## src/rtl/note_sequencer.sv

```systemverilog
// ============================================================================
// Module   : note_sequencer
// Purpose  : Playback engine for a song duration table. Walks note_index
//            from 0, reads each note's duration (microseconds) from an
//            external combinational table, holds the note for that time and
//            then moves on. Supports start/stop/pause, looping and
//            end-of-song detection.
// Ports    : clk, rst_n            - clock, async active-low reset
//            start, stop           - begin from index 0 / abort to IDLE
//            pause, loop_en        - level controls
//            speed[1:0]            - 0=1x 1=2x 2=0.5x 3=1x (sampled in LOAD)
//            dur_us                - table duration for note_index, 0 = end
//            note_index            - current table index
//            note_active           - high while a note is timing
//            note_start, done      - one-cycle pulses
//            busy                  - high in any state but IDLE
// Macro    : NOTE_SEQ_SPEED_EN - when defined, the speed port is decoded;
//            otherwise playback is always 1x and speed is ignored.
// Revision : 1.0 - initial release
// ============================================================================
`default_nettype none

module note_sequencer #(
    parameter int CLOCK_FREQ = 100_000_000,
    parameter int IDX_W      = 11,
    parameter int DUR_US_W   = 24
) (
    input  logic                clk,
    input  logic                rst_n,
    input  logic                start,
    input  logic                stop,
    input  logic                pause,
    input  logic                loop_en,
    input  logic [1:0]          speed,
    input  logic [DUR_US_W-1:0] dur_us,
    output logic [IDX_W-1:0]    note_index,
    output logic                note_active,
    output logic                note_start,
    output logic                done,
    output logic                busy
);

    localparam int CYC_US = CLOCK_FREQ / 1_000_000;
`ifdef NOTE_SEQ_SPEED_EN
    localparam int P_MAX  = 2 * CYC_US;
`else
    localparam int P_MAX  = CYC_US;
`endif
    // At least one bit so a 1 MHz clock still has a legal counter.
    localparam int PRE_W  = (P_MAX > 1) ? $clog2(P_MAX) : 1;

    localparam logic [PRE_W-1:0] C_LAST_1X = PRE_W'(CYC_US - 1);

    typedef enum logic [2:0] {
        S_IDLE   = 3'd0,
        S_LOAD   = 3'd1,
        S_PLAY   = 3'd2,
        S_PAUSED = 3'd3,
        S_DONE   = 3'd4
    } state_t;

    state_t              state_q;
    logic [IDX_W-1:0]    idx_q;
    logic [PRE_W-1:0]    presc_q;
    logic [DUR_US_W-1:0] remain_q;
    logic                note_start_q;
    logic                done_q;

    logic [PRE_W-1:0]    presc_last;
    logic [DUR_US_W-1:0] dec;
    logic                tick;
    logic                note_end;
    logic [DUR_US_W-1:0] remain_d;

`ifdef NOTE_SEQ_SPEED_EN
    logic [1:0] speed_q;

    // 0.5x doubles the prescaler period; 2x doubles the per-tick step.
    always_comb begin
        presc_last = (speed_q == 2'd2) ? PRE_W'(2 * CYC_US - 1) : C_LAST_1X;
        dec        = (speed_q == 2'd1) ? DUR_US_W'(2) : DUR_US_W'(1);
    end
`else
    logic unused_speed;
    assign unused_speed = ^speed;

    always_comb begin
        presc_last = C_LAST_1X;
        dec        = DUR_US_W'(1);
    end
`endif

    assign tick     = (presc_q == presc_last);
    // Saturating decrement: the note ends on the tick that takes remain to 0.
    assign note_end = tick && (remain_q <= dec);
    assign remain_d = (remain_q <= dec) ? '0 : (remain_q - dec);

    always_ff @(posedge clk or negedge rst_n) begin
        if (!rst_n) begin
            state_q      <= S_IDLE;
            idx_q        <= '0;
            presc_q      <= '0;
            remain_q     <= '0;
            note_start_q <= 1'b0;
            done_q       <= 1'b0;
`ifdef NOTE_SEQ_SPEED_EN
            speed_q      <= 2'd0;
`endif
        end else begin
            note_start_q <= 1'b0;
            done_q       <= 1'b0;
            if (stop) begin
                state_q  <= S_IDLE;
                idx_q    <= '0;
                presc_q  <= '0;
                remain_q <= '0;
            end else begin
                case (state_q)
                    S_IDLE: begin
                        if (start) begin
                            state_q <= S_LOAD;
                            idx_q   <= '0;
                        end
                    end
                    S_LOAD: begin
                        if (dur_us != '0) begin
                            remain_q     <= dur_us;
`ifdef NOTE_SEQ_SPEED_EN
                            speed_q      <= speed;
`endif
                            presc_q      <= '0;
                            note_start_q <= 1'b1;
                            state_q      <= S_PLAY;
                        end else if ((idx_q == '0) || !loop_en) begin
                            // Empty table never loops.
                            state_q <= S_DONE;
                            done_q  <= 1'b1;
                        end else begin
                            idx_q <= '0;
                        end
                    end
                    S_PLAY, S_PAUSED: begin
                        // Any cycle with pause high is frozen; the first
                        // cycle with pause low already advances the count.
                        if (pause) begin
                            state_q <= S_PAUSED;
                        end else begin
                            state_q <= S_PLAY;
                            if (tick) begin
                                presc_q  <= '0;
                                remain_q <= remain_d;
                                if (note_end) begin
                                    if (idx_q != '1) begin
                                        idx_q   <= idx_q + IDX_W'(1);
                                        state_q <= S_LOAD;
                                    end else if (loop_en) begin
                                        idx_q   <= '0;
                                        state_q <= S_LOAD;
                                    end else begin
                                        state_q <= S_DONE;
                                        done_q  <= 1'b1;
                                    end
                                end
                            end else begin
                                presc_q <= presc_q + PRE_W'(1);
                            end
                        end
                    end
                    S_DONE: begin
                        state_q <= S_IDLE;
                    end
                    default: begin
                        state_q <= S_IDLE;
                    end
                endcase
            end
        end
    end

    assign note_index  = idx_q;
    assign note_start  = note_start_q;
    assign done        = done_q;
    assign note_active = (state_q == S_PLAY) || (state_q == S_PAUSED);
    assign busy        = (state_q != S_IDLE);

endmodule

`default_nettype wire

```

## config.mk

```make
export PLATFORM = sky130hd
export DESIGN_NAME = note_sequencer
export DESIGN_NICKNAME = d
export VERILOG_FILES = /design/src/rtl/note_sequencer.sv
export SDC_FILE = /design/constraint.sdc
export NUM_CORES = 1
export LEC_CHECK = 0
export ABC_AREA = 1
export BUFFER_PORTS_ARGS = -buffer_cell sky130_fd_sc_hd__buf_2
export CORE_ASPECT_RATIO = 1.5
export CORE_MARGIN = 2
export CORE_UTILIZATION = 35
export CTS_CLUSTER_SIZE = 24
export DETAILED_ROUTE_END_ITERATION = 12
export PLACE_DENSITY = 0.6
export SLEW_MARGIN = 20
export SYNTH_ARGS = -nofsm -noshare
export SYNTH_HDL_FRONTEND = slang
export SYNTH_SLANG_ARGS = --single-unit
```

## constraint.sdc

```tcl
create_clock -name clk -period 5.2 [get_ports clk]
set_clock_uncertainty 0.2 [all_clocks]
set_input_delay 1.3 -clock clk [delete_from_list [all_inputs] [get_ports clk]]
set_output_delay 1.3 -clock clk [all_outputs]
set_load 0.01 [all_outputs]
```

==> results of run 1 <==
==> cell families (layout without fill, tap and decap cells) <==
kind of cell,count (synthesis),in the layout
buf+inv,59,99
xor+xnor,16,16
flops,47,47
compound gates,35,35
fa+ha+maj,5,5
simple gates,394,394
==> layout make-up <==
| type | count | area, sq um | share of cell area (%) |
|---|---|---|---|
| clock buffer | 7 | 133 | 3.36 |
| clock inverter | 1 | 5.00 | 0.127 |
| tap | 115 | 144 | 3.65 |
| sequential | 47 | 1180 | 29.8 |
| timing repair buffer | 45 | 228 | 5.77 |
| inverter | 46 | 173 | 4.37 |
| multi-input combinational | 450 | 2090 | 52.9 |
==> synthesized netlist by cell type, types with 2 or more instances <==
library cell | n | area share [%]
o21bai_1 | 3 | 0.64
nand3_1 | 50 | 7.1
nor2_2 | 6 | 1.1
buf_4 | 4 | 0.85
o21a_1 | 2 | 0.43
buf_6 | 2 | 0.64
nor2_1 | 82 | 8.7
inv_2 | 9 | 0.96
a21oi_1 | 3 | 0.43
buf_2 | 4 | 0.57
o21ai_1 | 15 | 2.1
o21ai_0 | 10 | 1.4
ha_1 | 5 | 1.8
xor2_1 | 9 | 2.2
clkinv_1 | 2 | 0.21
xnor2_1 | 7 | 1.7
clkbuf_1 | 3 | 0.32
nand4_1 | 9 | 1.6
nor2_4 | 5 | 1.6
inv_1 | 35 | 3.7
dfrtp_1 | 47 | 33
nand2_2 | 6 | 1.1
nor3_1 | 7 | 0.99
nor3_2 | 2 | 0.57
nand3_2 | 4 | 1.1
nand2_1 | 219 | 23
==> report_power, final <==
group	internal (mW)	total (mW)	switching, mW
logic	0.183	0.564	0.381
clock network	0.178	0.311	0.133
registers	0.404	0.457	0.0522
total	0.765	1.33	0.567
==> cell usage in the layout (no fill, tap or decap), types with 2 or more instances in the layout <==
| cell type | count |
|---|---|
| nand2_1 | 219 |
| nor2_1 | 82 |
| nand3_1 | 50 |
| dfrtp_1 | 47 |
| buf_2 | 44 |
| inv_1 | 35 |
| o21ai_1 | 15 |
| o21ai_0 | 10 |
| inv_2 | 9 |
| nand4_1 | 9 |
| xor2_1 | 9 |
| nor3_1 | 7 |
| xnor2_1 | 7 |
| nor2_2 | 6 |
| nand2_2 | 6 |
| nor2_4 | 5 |
| ha_1 | 5 |
| clkbuf_16 | 5 |
| nand3_2 | 4 |
| a21oi_1 | 3 |
| o21bai_1 | 3 |
| clkinv_1 | 2 |
| nor3_2 | 2 |
| o21a_1 | 2 |
| clkbuf_1 | 2 |
==> worst paths after layout <==
| check | from | to | slack, ps | cells past startpoint |
|---|---|---|---|---|
| min reg2reg | remain_q[1]$_DFFE_PN0P_ | remain_q[1]$_DFFE_PN0P_ | 300 | 2 |
| max reg2reg | presc_q[0]$_DFFE_PN0P_ | note_index[1]$_DFFE_PN0P_ | 2610 | 12 |
| max | dur_us[18] | note_index[1]$_DFFE_PN0P_ | 1980 | 11 |
| min in group asynchronous | rst_n | note_index[4]$_DFFE_PN0P_ | 910 | 2 |
| max in group asynchronous | rst_n | note_index[3]$_DFFE_PN0P_ | 3460 | 2 |
| min | remain_q[1]$_DFFE_PN0P_ | remain_q[1]$_DFFE_PN0P_ | 300 | 2 |
==> through the flow <==
stage,util [%],hold WS [ps],instance area (sq um),total power [mW]
floorplan,-,257,3520,0.893
global placement,39.1,275,3810,1.02
detailed placement,39.1,282,3810,1.03
CTS,40.5,299,3950,1.35
global route,40.5,323,3950,1.45
finish,40.5,296,3950,1.33
==> state kept, by name (all words and copies together) (netlist names) <==
| register | cells |
|---|---|
| note_start | 1 |
| state_q | 3 |
| done | 1 |
| note_index | 11 |
| presc_q | 7 |
| remain_q | 24 |
==> per-layer routing <==
layer,global-route usage [%],wire length (um)
met5,0,0
met4,6.63,210
met3,2.47,348
met2,35.1,4970
met1,19.9,3840
==> tightest hold or removal path, stage by stage (launching register included) <==
cell and delay (ps):
dfrtp_1 350, nand2_1 60, nand2_1 60
==> impl_results.md, run 1 <==
* Initial Utilization at 36.1%
* Critical Path, Cell by Cell: buf_2 -> nor2_1 -> nand2_1 -> nor2_1 -> nand3_1 -> nand3_1 -> nand2_1 -> nor2_2 -> nand2_1 -> nand2_1 -> nand2_1
* Post-route setup slack at 1980 ps
* WP buf/inv at 1
* Yosys warns at 0
* Max stage delay cell, worst path: nand2_1
* Post-Route WL at 9370 um
* CTS buffer count at 5
* Initial antenna violation count at 0
* GRT Util Overall at 18.3%
* Crit end category: flop
* Sink Count at 47
* FMAX at 0.310 GHz
* Largest family of logic cells by synthesized area: simple AND/OR/NAND/NOR gates
* Adder-Cell Fraction of Synth Area at 1.78%
* Period utilization at 62.0%
* DRT iter0 DRCs at 167
* IO Count at 47
* Ys async rst share at 100%
* Routability cong. at 0.877
* Pwr/cell area at 337 nW/um^2
* Ys flop type: dfrtp_1
* Final min period at 3220 ps
* Post-cts sizing count at 0
* CP dominant cell by count: nand2_1
* Distinct cells, synth at 32
* Yosys reg bits at 47
* Die Outline Area at 10900 sq um
* Worst slew margin at 58.0%
* Drt wl/cell at 13.2 um
* Synth-to-layout area growth at 12.1%
* Final Setup Violations at 0
* Post-synthesis mux area share at 0%
* Antenna Cells at 0
* Placed cells at 703
* Syn Nets at 593
* Hold buffer count at CTS at 0
* First-pass GRT wire length at 16000 um
* WP data required at 5180 ps
* Unrepaired setup endpoints after global routing: false
* Largest delay share family, worst path: simple AND/OR/NAND/NOR gates
* Largest net degree at the start of global routing at 48
* # rows at 44
* Max_cap viols at 0
* Die H at 127 um
* Post-CTS setup buffers at 0
* EDFF count, synth at 0
* XOR/XNOR share of the synthesized area at 3.98%
* Pins over their slew limit at 0
* WP data arrival at 3200 ps
* Crit start category: input port
* Via count at 3583
* Min-Delay Path Class: flop to flop
* Vias in the first global route at 3531
* Avg Vias per Cell at 5.04
* Clk_lat worst skew at 290 ps
* Critical path class: input port to flop
* Grt ovf at 0
* Synth Cell Area at 3520 sq um
* Avg Cell Area, Syn at 6.33 sq um
* P_leak at 2.14 nW
* Hold Vio Cnt, Final at 0
* Final non-filler cell total at 711
* Core ar. at 9740 sq um
* Status: complete, no violations
* Die X-Extent at 85.9 um
* Clock buffer depth at 2
* Simple-Gate Fraction of Synth Area at 48.1%
* Synth Area in Compound Gates at 5.47%
* Place WS at 1630 ps
* PortBufs at 44
* Filler instances at 1025
* H-tree depth at 2
* Clk pin slew, worst setup/hold paths at 60 ps
* Worst Tran Pin Value at 631 ps
* Peak supply drop at 0.000174 V
* CP max FO at 12
* Share of layout cells above drive strength 1 at 14.1%
* Hpwl dp at 6870 um
* Root Buffer: clkbuf_16
* CTS tree: yes
* Setup TNS at 0 ps
* Slowest stage delay, CP at 390 ps
* DRC viols at 0
* Post-layout nets at 632
* Post-Syn Instances at 556
* Seq/Total Area, Yosys at 33.4%
* Antenna Nets Post-Route at 0
* First-pass DRT Iterations at 4
Power figures use the tool's default switching activity.
==> run 2: changes to the inputs <==
--- a/config.mk
+++ b/config.mk
@@ -5,7 +5,7 @@
 export SDC_FILE = /design/constraint.sdc
 export NUM_CORES = 1
 export LEC_CHECK = 0
-export ABC_AREA = 1
+export ABC_AREA = 0
 export BUFFER_PORTS_ARGS = -buffer_cell sky130_fd_sc_hd__buf_2
 export CORE_ASPECT_RATIO = 1.5
 export CORE_MARGIN = 2
==> constraint.sdc (replaced) <==
create_clock -name clk -period 3.2 [get_ports clk]
set_clock_uncertainty 0.2 [all_clocks]
set_input_delay 0.8 -clock clk [delete_from_list [all_inputs] [get_ports clk]]
set_output_delay 0.8 -clock clk [all_outputs]
set_load 0.01 [all_outputs]
==> impl_results.md, run 2 <==
* Met2 Wirelength at 4730 um (-4.8%)
* Avg Cell Area, Syn at 8.40 sq um (+33%)
* Sw power at 0.508 mW (-10%)
* Worst slew margin at 46.0% (-12 points)
* Die H at 120 um (-5.6%)
* Unrepaired setup endpoints after global routing: false
* Largest net degree at the start of global routing at 41 (-15%)
* Max reg flops at 24 (unchanged)
* Routability cong. at 0.878 (+0.21%)
* First-pass GRT wire length at 14900 um (-7.1%)
* DRT iter0 DRCs at 134 (-20%)
* Yosys reg bits at 47 (unchanged)
* Clk_lat worst skew at 290 ps (about the same)
* Period utilization at 90.8%
* Avg Vias per Cell at 5.87 (+16%)
* Part of the power in the clock network at 39.4% (+16 points)
* H-tree depth at 2 (unchanged)
* Root Buffer: clkbuf_16
* Clock buffer depth at 2 (unchanged)
* Antenna Cells at 0 (unchanged)
* Ys async rst share at 100% (unchanged)
* Pwr/cell area at 462 nW/um^2 (+37%)
* Crit start category: input port
* Distinct cells, synth at 60 (+88%)
* Hold Vio Cnt, Final at 0 (unchanged)
* Via count at 3117 (-13%)
* Sw Share at 29.5% (-13 points)
* Top-area cell type share of the netlist area at 37.6% (+4.2 points)
* Peak supply drop at 0.000278 V (+60%)
* Synth area leaders: dfrtp_1, o21ai_0, nand2_1
* Power Total at 1.72 mW (+29%)
* Sink Count at 47 (unchanged)
* Share of layout cells above drive strength 1 at 18.5% (+4.4 points)
* Largest delay share family, worst path: compound AO/OA/AOI/OAI gates
* IO Count at 47 (unchanged)
* Core ar. at 8780 sq um (-9.9%)
* Crit end category: flop
* Min-Delay Path Class: input port to asynchronous set/reset pin
* DRC viols at 0 (unchanged)
* P_int at 1.21 mW (+58%)
* Die X-Extent at 81.2 um (-5.5%)
* Commonest non-fill, non-tap cell in the layout: dfrtp_1
* Area leader, netlist: dfrtp_1
* First-pass DRT Iterations at 4 (unchanged)
* Slowest stage delay, CP at 450 ps (+60 ps)
* Grt ovf at 0 (unchanged)
* Critical path class: input port to flop
* Most frequent cells in the layout: dfrtp_1, buf_2, nand2_1, o21ai_0, nor2_1
* Hold buffer count at CTS at 0 (unchanged)
* Post-CTS setup buffers at 0 (unchanged)
* Post-cts sizing count at 0 (unchanged)
* CTS buffer count at 5 (unchanged)
* GRT Util Overall at 19.7% (+1.4 points)
* Worst Tran Pin Value at 806 ps (+176 ps)
* Antenna Nets Post-Route at 0 (unchanged)
* P_leak at 1.63 nW (-24%)
* WP buf/inv at 2 (+1)
* Commonest cells in the netlist: dfrtp_1, nand2_1, o21ai_0
* FMAX at 0.344 GHz
* Post-Route WL at 9120 um (-2.7%)
* # rows at 42 (-4.5%)
* Max stage delay cell, worst path: o31a_1
* Clk pin slew, worst setup/hold paths at 70 ps (about the same)
* Drt wl/cell at 17.2 um (+30%)
* PortBufs at 44 (unchanged)
* Pins over their slew limit at 0 (unchanged)
* Post-Syn Instances at 372 (-33%)
* Met3 wire len at 426 um (+22%)
* Initial Utilization at 35.6% (-0.53 points)
* WP data required at 3170 ps (-2010 ps)
* Most common cell in the netlist: dfrtp_1
* Setup TNS at 0 ps (unchanged)
* Synth-to-layout area growth at 19.1%
* Max layer used: met4
* Biggest register: remain_q
* Yosys warns at 0 (unchanged)
* Final min period at 2910 ps
* Post-layout nets at 457 (-28%)
* Seq/Total Area, Yosys at 37.6% (+4.2 points)
* Register share of total power at 37.8% (+3.5 points)
* Worst-case reg-to-reg path depth at 8 (-4)
* Logic gate share of total power at 22.8% (-20 points)
* Ys flop type: dfrtp_1
* Synth Cell Area at 3130 sq um (-11%)
* WP depth at 8 (-3)
* CP max FO at 12 (unchanged)
* Met1 WL at 3800 um (-1.1%)
* Critical Path, Cell by Cell: buf_2 -> nor4_1 -> buf_4 -> nand4_1 -> o31a_1 -> o31a_1 -> o31ai_1 -> o31ai_1
* Max_cap viols at 0 (unchanged)
* EDFF count, synth at 0 (unchanged)
* Vias in the first global route at 3066 (-13%)
* Die Outline Area at 9720 sq um (-11%)
* Initial antenna violation count at 0 (unchanged)
* Hpwl dp at 6780 um (-1.4%)
* Final Setup Violations at 0 (unchanged)
* CTS tree: yes
* Syn Nets at 409 (-31%)
* Status: complete, no violations
* WP data arrival at 2880 ps (-320 ps)
## run 2: final timing paths
check	from	end	slack, ps
worst max-delay path	dur_us[22]	note_index[9]$_DFFE_PN0P_	290
worst min-delay path	rst_n	remain_q[23]$_DFFE_PN0P_	120
max in group asynchronous	rst_n	presc_q[5]$_DFFE_PN0P_	2140
min in group clk	remain_q[10]$_DFFE_PN0P_	remain_q[10]$_DFFE_PN0P_	300
worst min register to register	remain_q[10]$_DFFE_PN0P_	remain_q[10]$_DFFE_PN0P_	300
worst max register to register	note_index[0]$_DFFE_PN0P_	note_index[9]$_DFFE_PN0P_	470
## run 2: per-stage QoR
step / std cells / cell area (sq um) / setup slack (ps) / utilization, % / hold WS, ps
6_report: 531 / 3720 / 294 / 42.4 / 121
5_1_grt: 531 / 3720 / 119 / 42.4 / 128
4_1_cts: 531 / 3720 / 278 / 42.4 / 120
3_5_place_dp: 523 / 3530 / -26.5 / 40.3 / 293
3_3_place_gp: 523 / 3530 / 17.5 / 40.3 / 284
2_1_floorplan: 372 / 3130 / 588 / - / 258
## run 2: routing by layer
layer | GRT usage (%) | vias up
met5 | 0 | -
met4 | 6.99 | 0
met3 | 2.33 | 10
met2 | 35.6 | 107
met1 | 23.5 | 1492
li1 | - | 1508
## run 2: final cells by class
class / count / area, sq um
Fill cell: 897 / 5050
Multi-Input combinational cell: 295 / 1830
Sequential cell: 47 / 1180
Timing Repair Buffer: 60 / 353
Tap cell: 110 / 138
Clock buffer: 6 / 129
Clock inverter: 2 / 60.1
Inverter: 11 / 41.3
## run 2: power by group through the flow
stage / clock, mW / sequential (mW) / combinational [mW]
final: 0.678 / 0.650 / 0.392
after global routing: 0.713 / 0.654 / 0.434
after CTS: 0.694 / 0.649 / 0.391
after detailed placement: 0 / 0.661 / 0.387
after global placement: 0 / 0.660 / 0.387
after floorplan: 0 / 0.652 / 0.265
## run 2: logic make-up after synthesis
| kind of cell | Yosys count | share of synthesized area (%) |
|---|---|---|
| compound gates | 125 | 26.3 |
| xor+xnor | 8 | 2.24 |
| flops | 47 | 37.6 |
| buf+inv | 30 | 3.96 |
| simple gates | 156 | 27.6 |
| mux | 1 | 0.320 |
| fa+ha+maj | 5 | 2.00 |
## run 2: worst reg2reg max path, delay by kind of cell, from the launching register on
kind                       cells  cell delay [ps]
AOI/OAI and AO/OA              4             1300
adders and majority gates      1              290
buffers and inverters          1              150
DFF                            1              440
and+or+nand+nor                2              220
